### src/rtl/uart_duplex.sv
// Full-duplex 8N1 UART: independent TX and RX engines on one clock.
// TX sends one byte per accepted strobe; RX keeps the last good byte.
module uart_duplex #(
    parameter int CLK_FREQ_HZ  = 50000000,
    parameter int BAUD_RATE    = 115200,
    parameter int CLKS_PER_BIT = CLK_FREQ_HZ / BAUD_RATE
) (
    input  logic       clk,
    input  logic       reset,
    input  logic       rx_pin,
    input  logic       tx_start,
    input  logic [7:0] tx_data,
    output logic       tx_pin,
    output logic [7:0] rx_data,
    output logic       rx_busy,
    output logic       tx_busy
);

    localparam int CW = $clog2(CLKS_PER_BIT);
    localparam logic [CW-1:0] LAST = CW'(CLKS_PER_BIT - 1);
    localparam logic [CW-1:0] HALF = CW'(CLKS_PER_BIT / 2 - 1);

    typedef enum logic [1:0] {
        S_IDLE,
        S_START,
        S_DATA,
        S_STOP
    } state_e;

    state_e          tx_state_q, tx_state_d;
    logic [CW-1:0]   tx_cnt_q, tx_cnt_d;
    logic [2:0]      tx_bit_q, tx_bit_d;
    logic [7:0]      tx_shift_q, tx_shift_d;
    logic            tx_pin_q, tx_pin_d;

    state_e          rx_state_q, rx_state_d;
    logic [CW-1:0]   rx_cnt_q, rx_cnt_d;
    logic [2:0]      rx_bit_q, rx_bit_d;
    logic [7:0]      rx_shift_q, rx_shift_d;
    logic [7:0]      rx_data_q, rx_data_d;
    logic            rx_s1_q, rx_s2_q, rx_prev_q;

    assign tx_pin  = tx_pin_q;
    assign tx_busy = (tx_state_q != S_IDLE);
    assign rx_data = rx_data_q;
    assign rx_busy = (rx_state_q != S_IDLE);

    // TX state, bit timer, shift register and registered line driver
    always_ff @(posedge clk or posedge reset) begin
        if (reset) begin
            tx_state_q <= S_IDLE;
            tx_cnt_q   <= '0;
            tx_bit_q   <= '0;
            tx_shift_q <= '0;
            tx_pin_q   <= 1'b1;
        end else begin
            tx_state_q <= tx_state_d;
            tx_cnt_q   <= tx_cnt_d;
            tx_bit_q   <= tx_bit_d;
            tx_shift_q <= tx_shift_d;
            tx_pin_q   <= tx_pin_d;
        end
    end

    // TX next state: the next line level is decided one cycle ahead
    always_comb begin
        tx_state_d = tx_state_q;
        tx_cnt_d   = tx_cnt_q;
        tx_bit_d   = tx_bit_q;
        tx_shift_d = tx_shift_q;
        tx_pin_d   = tx_pin_q;
        case (tx_state_q)
            S_IDLE: begin
                tx_pin_d = 1'b1;
                if (tx_start) begin
                    tx_shift_d = tx_data;
                    tx_cnt_d   = '0;
                    tx_pin_d   = 1'b0;
                    tx_state_d = S_START;
                end
            end
            S_START: begin
                if (tx_cnt_q == LAST) begin
                    tx_cnt_d   = '0;
                    tx_bit_d   = '0;
                    tx_pin_d   = tx_shift_q[0];
                    tx_shift_d = tx_shift_q >> 1;
                    tx_state_d = S_DATA;
                end else begin
                    tx_cnt_d = tx_cnt_q + 1'b1;
                end
            end
            S_DATA: begin
                if (tx_cnt_q == LAST) begin
                    tx_cnt_d = '0;
                    if (tx_bit_q == 3'd7) begin
                        tx_pin_d   = 1'b1;
                        tx_state_d = S_STOP;
                    end else begin
                        tx_bit_d   = tx_bit_q + 1'b1;
                        tx_pin_d   = tx_shift_q[0];
                        tx_shift_d = tx_shift_q >> 1;
                    end
                end else begin
                    tx_cnt_d = tx_cnt_q + 1'b1;
                end
            end
            S_STOP: begin
                if (tx_cnt_q == LAST) begin
                    tx_cnt_d   = '0;
                    tx_state_d = S_IDLE;
                end else begin
                    tx_cnt_d = tx_cnt_q + 1'b1;
                end
            end
            default: tx_state_d = S_IDLE;
        endcase
    end

    // RX synchroniser plus one delayed copy for falling-edge detection
    always_ff @(posedge clk or posedge reset) begin
        if (reset) begin
            rx_s1_q   <= 1'b1;
            rx_s2_q   <= 1'b1;
            rx_prev_q <= 1'b1;
        end else begin
            rx_s1_q   <= rx_pin;
            rx_s2_q   <= rx_s1_q;
            rx_prev_q <= rx_s2_q;
        end
    end

    // RX state, mid-bit timer, shift register and output byte
    always_ff @(posedge clk or posedge reset) begin
        if (reset) begin
            rx_state_q <= S_IDLE;
            rx_cnt_q   <= '0;
            rx_bit_q   <= '0;
            rx_shift_q <= '0;
            rx_data_q  <= '0;
        end else begin
            rx_state_q <= rx_state_d;
            rx_cnt_q   <= rx_cnt_d;
            rx_bit_q   <= rx_bit_d;
            rx_shift_q <= rx_shift_d;
            rx_data_q  <= rx_data_d;
        end
    end

    // RX next state: arm on a falling edge, then sample at bit centres
    always_comb begin
        rx_state_d = rx_state_q;
        rx_cnt_d   = rx_cnt_q;
        rx_bit_d   = rx_bit_q;
        rx_shift_d = rx_shift_q;
        rx_data_d  = rx_data_q;
        case (rx_state_q)
            S_IDLE: begin
                if (rx_prev_q && !rx_s2_q) begin
                    rx_cnt_d   = '0;
                    rx_state_d = S_START;
                end
            end
            S_START: begin
                if (rx_cnt_q == HALF) begin
                    rx_cnt_d = '0;
                    rx_bit_d = '0;
                    if (rx_s2_q) begin
                        rx_state_d = S_IDLE;
                    end else begin
                        rx_state_d = S_DATA;
                    end
                end else begin
                    rx_cnt_d = rx_cnt_q + 1'b1;
                end
            end
            S_DATA: begin
                if (rx_cnt_q == LAST) begin
                    rx_cnt_d   = '0;
                    rx_shift_d = {rx_s2_q, rx_shift_q[7:1]};
                    if (rx_bit_q == 3'd7) begin
                        rx_state_d = S_STOP;
                    end else begin
                        rx_bit_d = rx_bit_q + 1'b1;
                    end
                end else begin
                    rx_cnt_d = rx_cnt_q + 1'b1;
                end
            end
            S_STOP: begin
                if (rx_cnt_q == LAST) begin
                    rx_cnt_d   = '0;
                    rx_state_d = S_IDLE;
                    if (rx_s2_q) begin
                        rx_data_d = rx_shift_q;
                    end
                end else begin
                    rx_cnt_d = rx_cnt_q + 1'b1;
                end
            end
            default: rx_state_d = S_IDLE;
        endcase
    end

endmodule

### config.mk
export PLATFORM = sky130hd
export DESIGN_NAME = uart_duplex
export DESIGN_NICKNAME = d
export VERILOG_FILES = /design/src/rtl/uart_duplex.sv
export SDC_FILE = /design/constraint.sdc
export NUM_CORES = 1
export LEC_CHECK = 0
export CAP_MARGIN = 10
export CORE_MARGIN = 5
export CORE_UTILIZATION = 55
export DETAILED_ROUTE_END_ITERATION = 10
export GPL_ROUTABILITY_DRIVEN = 0
export PLACE_DENSITY = 0.76
export SYNTH_ARGS = -nofsm -noshare
export SYNTH_HDL_FRONTEND = slang
export SYNTH_SLANG_ARGS = --single-unit
### constraint.sdc
create_clock -name clk -period 4.7 [get_ports clk]
set_input_delay 0.705 -clock clk [delete_from_list [all_inputs] [get_ports clk]]
set_output_delay 0.705 -clock clk [all_outputs]
set_load 0.02 [all_outputs]
**Yosys cells after proc, flatten, opt, wreduce, memory -nomap -nowiden**

Cells that the tools add are included.

- Register bits after elaboration: 56
- Input port bits: 12
- Output and inout bits: 11

- Mux-type cells: 38
- Reduce and logical (&&, ||, !) cells: 19
- Eq/ne operators: 23
- Add/sub/neg operators: 4

Operators by type and width:

| cell | count |
|---|---|
| 9-bit two-way mux | 5 |
| 8-bit two-way mux | 4 |
| 9-bit one-hot mux with 3 select lines | 1 |
| 2-bit != test, second input constant | 12 |
| 8-bit one-hot mux with 3 select lines | 1 |
| 2-bit two-way mux | 11 |
| 9-bit by 1-bit adder with 9-bit output, second input constant | 2 |
| 9-bit == test, second input constant | 2 |
| 3-bit two-way mux | 6 |
| 9-bit one-hot mux with 2 select lines | 1 |
| 2-bit one-hot mux with 4 select lines | 2 |
| 5-bit AND reduction | 3 |
| 3-bit one-hot mux with 2 select lines | 2 |
| 9-bit by 8-bit == test with 1-bit output, second input constant | 1 |
| 2-bit == test, second input constant | 4 |
| 4-bit AND reduction | 2 |
| 2-bit nonzero test | 4 |
| 3-bit by 1-bit adder with 3-bit output, second input constant | 2 |
| 3-bit == test, second input constant | 2 |
| 3-bit AND reduction | 2 |
| 2-bit by 1-bit == test with 1-bit output, second input constant | 2 |
| 2-bit zero test | 2 |
| 1-bit two-way mux | 4 |
| 1-bit one-hot mux with 3 select lines | 1 |
| other kinds (6) | 6 |

**Longest topological paths before layout**

- Word-level depth: 4
- Mapped depth: 8
- Mapped depth without buffers: 7

**Worst setup path before layout**

OpenSTA, ideal clock, no wires.

- Path kind: register to register
- Start: register tx_state_q[0]
- End: register tx_shift_q[0]
- Clock period less this slack: 1.759 ns
- Path slack: 2.941 ns
- Data required time: 4.623 ns
- Arrival time: 1.681 ns
- Cell stages (with the launch flop): 8
- Cell sequence: dfrtp_1 inv_1 ha_1 or2_2 a211oi_4 buf_4 nor2_1 a21oi_1

- Cells in the longest elaborated chain, start to end: 3
- Elaborated cells on any way between the ends: 10
- Classes of those cells: eq/ne: 6; mux: 1; reduce/logical: 3

RTL lines:

| item | line | source |
|---|---|---|
| from (decl) | 30 | `state_e tx_state_q, tx_state_d;` |
| from (signal assigned) | 57 | `tx_state_q <= tx_state_d;` |
| 2-bit == test, or another cell as far along | 72 | `case (tx_state_q)` |
| 2-bit != test (no source line) or 3-bit nonzero test (tied branches) | n/a |  |
| 5-bit AND reduction (no source line) | n/a |  |
| to (signal assigned) | 60 | `tx_shift_q <= tx_shift_d;` |
| to (decl) | 33 | `logic [7:0] tx_shift_q, tx_shift_d;` |

Parallel ways exist; a longest one is shown, timed or not.
A chain may end at the register's enable or synchronous reset.

==> flow_summary.ini <==
[finish]
final_nets = 305
antenna_cells = 0
multi_input_area_um2 = 1250
seq_area_um2 = 1410
drive_gt1_share_pct = 6.79
nFillCells = 386
syn_to_final_growth_pct = 13.9

[route]
drc = 0
wl_um = 4590
drtAntennaViolNets = 0
vias = 1853
vias_per_cell = 5.34
detail_route.wl_per_cell_um = 13.2
first_pass_iters = 4
dr.first_iter.drc_count = 70

[worst_setup_path]
rr_endpoint = tx_shift_q[7]
r2r_cells = 6
r2r_slack_ps = 2700
crit_type = reg2out
critPathCaptureType = output pin
worst-path-max-fanout = 12
required_ps = 3990
reg2reg_from = tx_state_q[0]
cp.arrival_ps = 1960
start_kind = register

[floorplanning]
die_h_um = 80.7
initial_core_util_pct = 57.4
die_w_um = 80.7
die_area_um2 = 6510
ios = 23
core_area_um2 = 4790
rows = 25

[timing]
rsz0062_at_grt = false
final.setup.tns_ps = 0
finalSetupViolations = 0
fin_crit_ps = 2670
hold_viol = 0
max_freq_mhz = 375
worst_pin_slew_ps = 638
clock_skew_ps = 6.50
drv_slew = 0
fin_hold_ws_ps = 362
min_period_over_period_pct = 56.7
slew_headroom_pct = 57.3
layout_setup_ws_ps = 2030

[synthesis]
synth_seq_cells = 56
synth_nets = 280
postSynthCellCount = 254
ys_seq_area_share_pct = 51.2
avgSynthCellArea_um2 = 10.8
yosys_warnings = 0
yosysUniqueCellTypes = 43
netlist_area_um2 = 2750

[min_path]
holdPathStages = 0
holdPathEnd = rx_s2_q
hold_path.startpoint = rx_s1_q
min_path_type = reg2reg

[placed_design]
pre_cts_ws_ps = 2350
port-buffer-count = 22
post-dp-hpwl_um = 3390

[global_routing]
grt_pass1_vias = 1796
grt_pass1_wl_um = 8270
grt_max_degree = 35
overflow = 0
track_usage_pct = 16.4
antenna_found_initial = 0

[cts]
postCtsHoldBufs = 0
clk_path_buf_depth = 2
cts_buffers = 5
clkTransAtPathRegs_ps = 100
cts_tree = done
cts_num_sinks = 56
post_cts_buffers = 0
cts_resized = 0
root_buffer = clkbuf_8
clock_latency_ps = 310
cts.htree.levels = 2

[pwr]
power.density_nw_per_um2 = 465
p_leak_nw = 1.48
max-vdd-ir-drop_v = 0.000306

[flow_run]
drv_cap = 0

[status]
status = finished clean
[kinds of logic (layout without fill, tap and decap cells)]
family,after synthesis,after routing,synth area share (%)
AOI/OAI and AO/OA,46,46,11.4
xor gates and xnor gates,8,8,2.55
adders and majority gates,14,14,6.38
buffers and inverters,23,49,3.33
DFF,56,56,51.2
muxes,25,25,9.93
and+or+nand+nor,82,82,15.2
[report_power, final]
| group | switching [mW] | leakage (nW) | internal (mW) | total [mW] |
|---|---|---|---|---|
| Combinational | 0.287 | 0.710 | 0.233 | 0.520 |
| Sequential | 0.0856 | 0.726 | 0.579 | 0.665 |
| Clock | 0.162 | 0.0452 | 0.109 | 0.271 |
[placed cells by master (no fill, tap or decap), drive strengths merged, types with 7 or more instances in the layout]
master / count
ha: 14
mux2: 18
clkdlybuf4s50: 22
nor2: 26
a22o: 8
inv: 20
mux2i: 7
o21ai: 12
nand2: 20
dfrtp: 52
a21oi: 10
[how the worst max path moves through the flow]
stage / cells after the start / end
2_1_floorplan: 1 / async pin
3_3_place_gp: 3 / rx_busy
6_report: 3 / rx_busy
3_5_place_dp: 6 / tx_shift_q[4]
4_1_cts: 3 / rx_busy
5_1_grt: 3 / rx_busy
[synthesized netlist by cell type (all sizes together)]
cell,count,area [um2]
dfrtp,52,1300
nor2,26,97.6
nand2,20,75.1
inv,18,67.6
mux2,18,203
ha,14,175
o21ai,12,60.1
a21oi,10,50.1
a22o,8,70.1
mux2i,7,70.1
nand4,6,43.8
xor2,6,52.6
nand3,5,25.0
dfstp,4,105
o31ai,4,30.0
or3,4,25.0
and3,3,18.8
clkbuf,3,11.3
nor2b,3,18.8
nor3,3,15.0
a21o,2,15.0
and4bb,2,25.0
buf,2,12.5
nand2b,2,12.5
nand3b,2,15.0
nor3b,2,15.0
o21a,2,15.0
o22ai,2,12.5
or2,2,12.5
xnor2,2,17.5
a211oi,1,20.0
a221oi,1,8.76
a31o,1,8.76
a31oi,1,6.26
and3b,1,8.76
nor4bb,1,10.0
o211ai,1,7.51
o31a,1,8.76
[per-stage QoR]
step	cell area, um2	power (mW)	std cells	util, %
after global placement	3030	1.18	339	63.4
after floorplan	2750	1.08	254	-
after detailed placement	3030	1.20	339	63.4
after global routing	3130	1.58	347	65.4
final	3130	1.46	347	65.4
after CTS	3130	1.47	347	65.4
[cell type report]
class / instances / area share (%)
clock inverter: 3 / 0.800
timing repair buffer: 23 / 7.28
multi-input combinational: 175 / 39.9
inverter: 18 / 2.16
clock buffer: 5 / 2.20
tap: 67 / 2.68
sequential: 56 / 45.0
[worst max-delay path: stages (launching register included)]
cell             delay (ps)
dfrtp_1                 430
nor2_1                  510
inv_1                   140
clkdlybuf4s50_1         570
[layer usage]
metal | track usage [%] | wire length, um
met5 | 0 | 0
met4 | 5.91 | 68
met3 | 3.81 | 146
met2 | 25.9 | 2120
met1 | 22.0 | 2260
[sequential cells by signal, indices dropped and copies added (netlist names), named ones only]
| register | flops |
|---|---|
| rx_bit_q | 3 |
| rx_cnt_q | 9 |
| rx_data | 8 |
| rx_prev_q | 1 |
| rx_s1_q | 1 |
| rx_s2_q | 1 |
| rx_shift_q | 8 |
| rx_state_q | 1 |
| tx_bit_q | 3 |
| tx_cnt_q | 9 |
| tx_pin | 1 |
| tx_shift_q | 8 |
| tx_state_q | 2 |
Power figures use the tool's default switching activity.
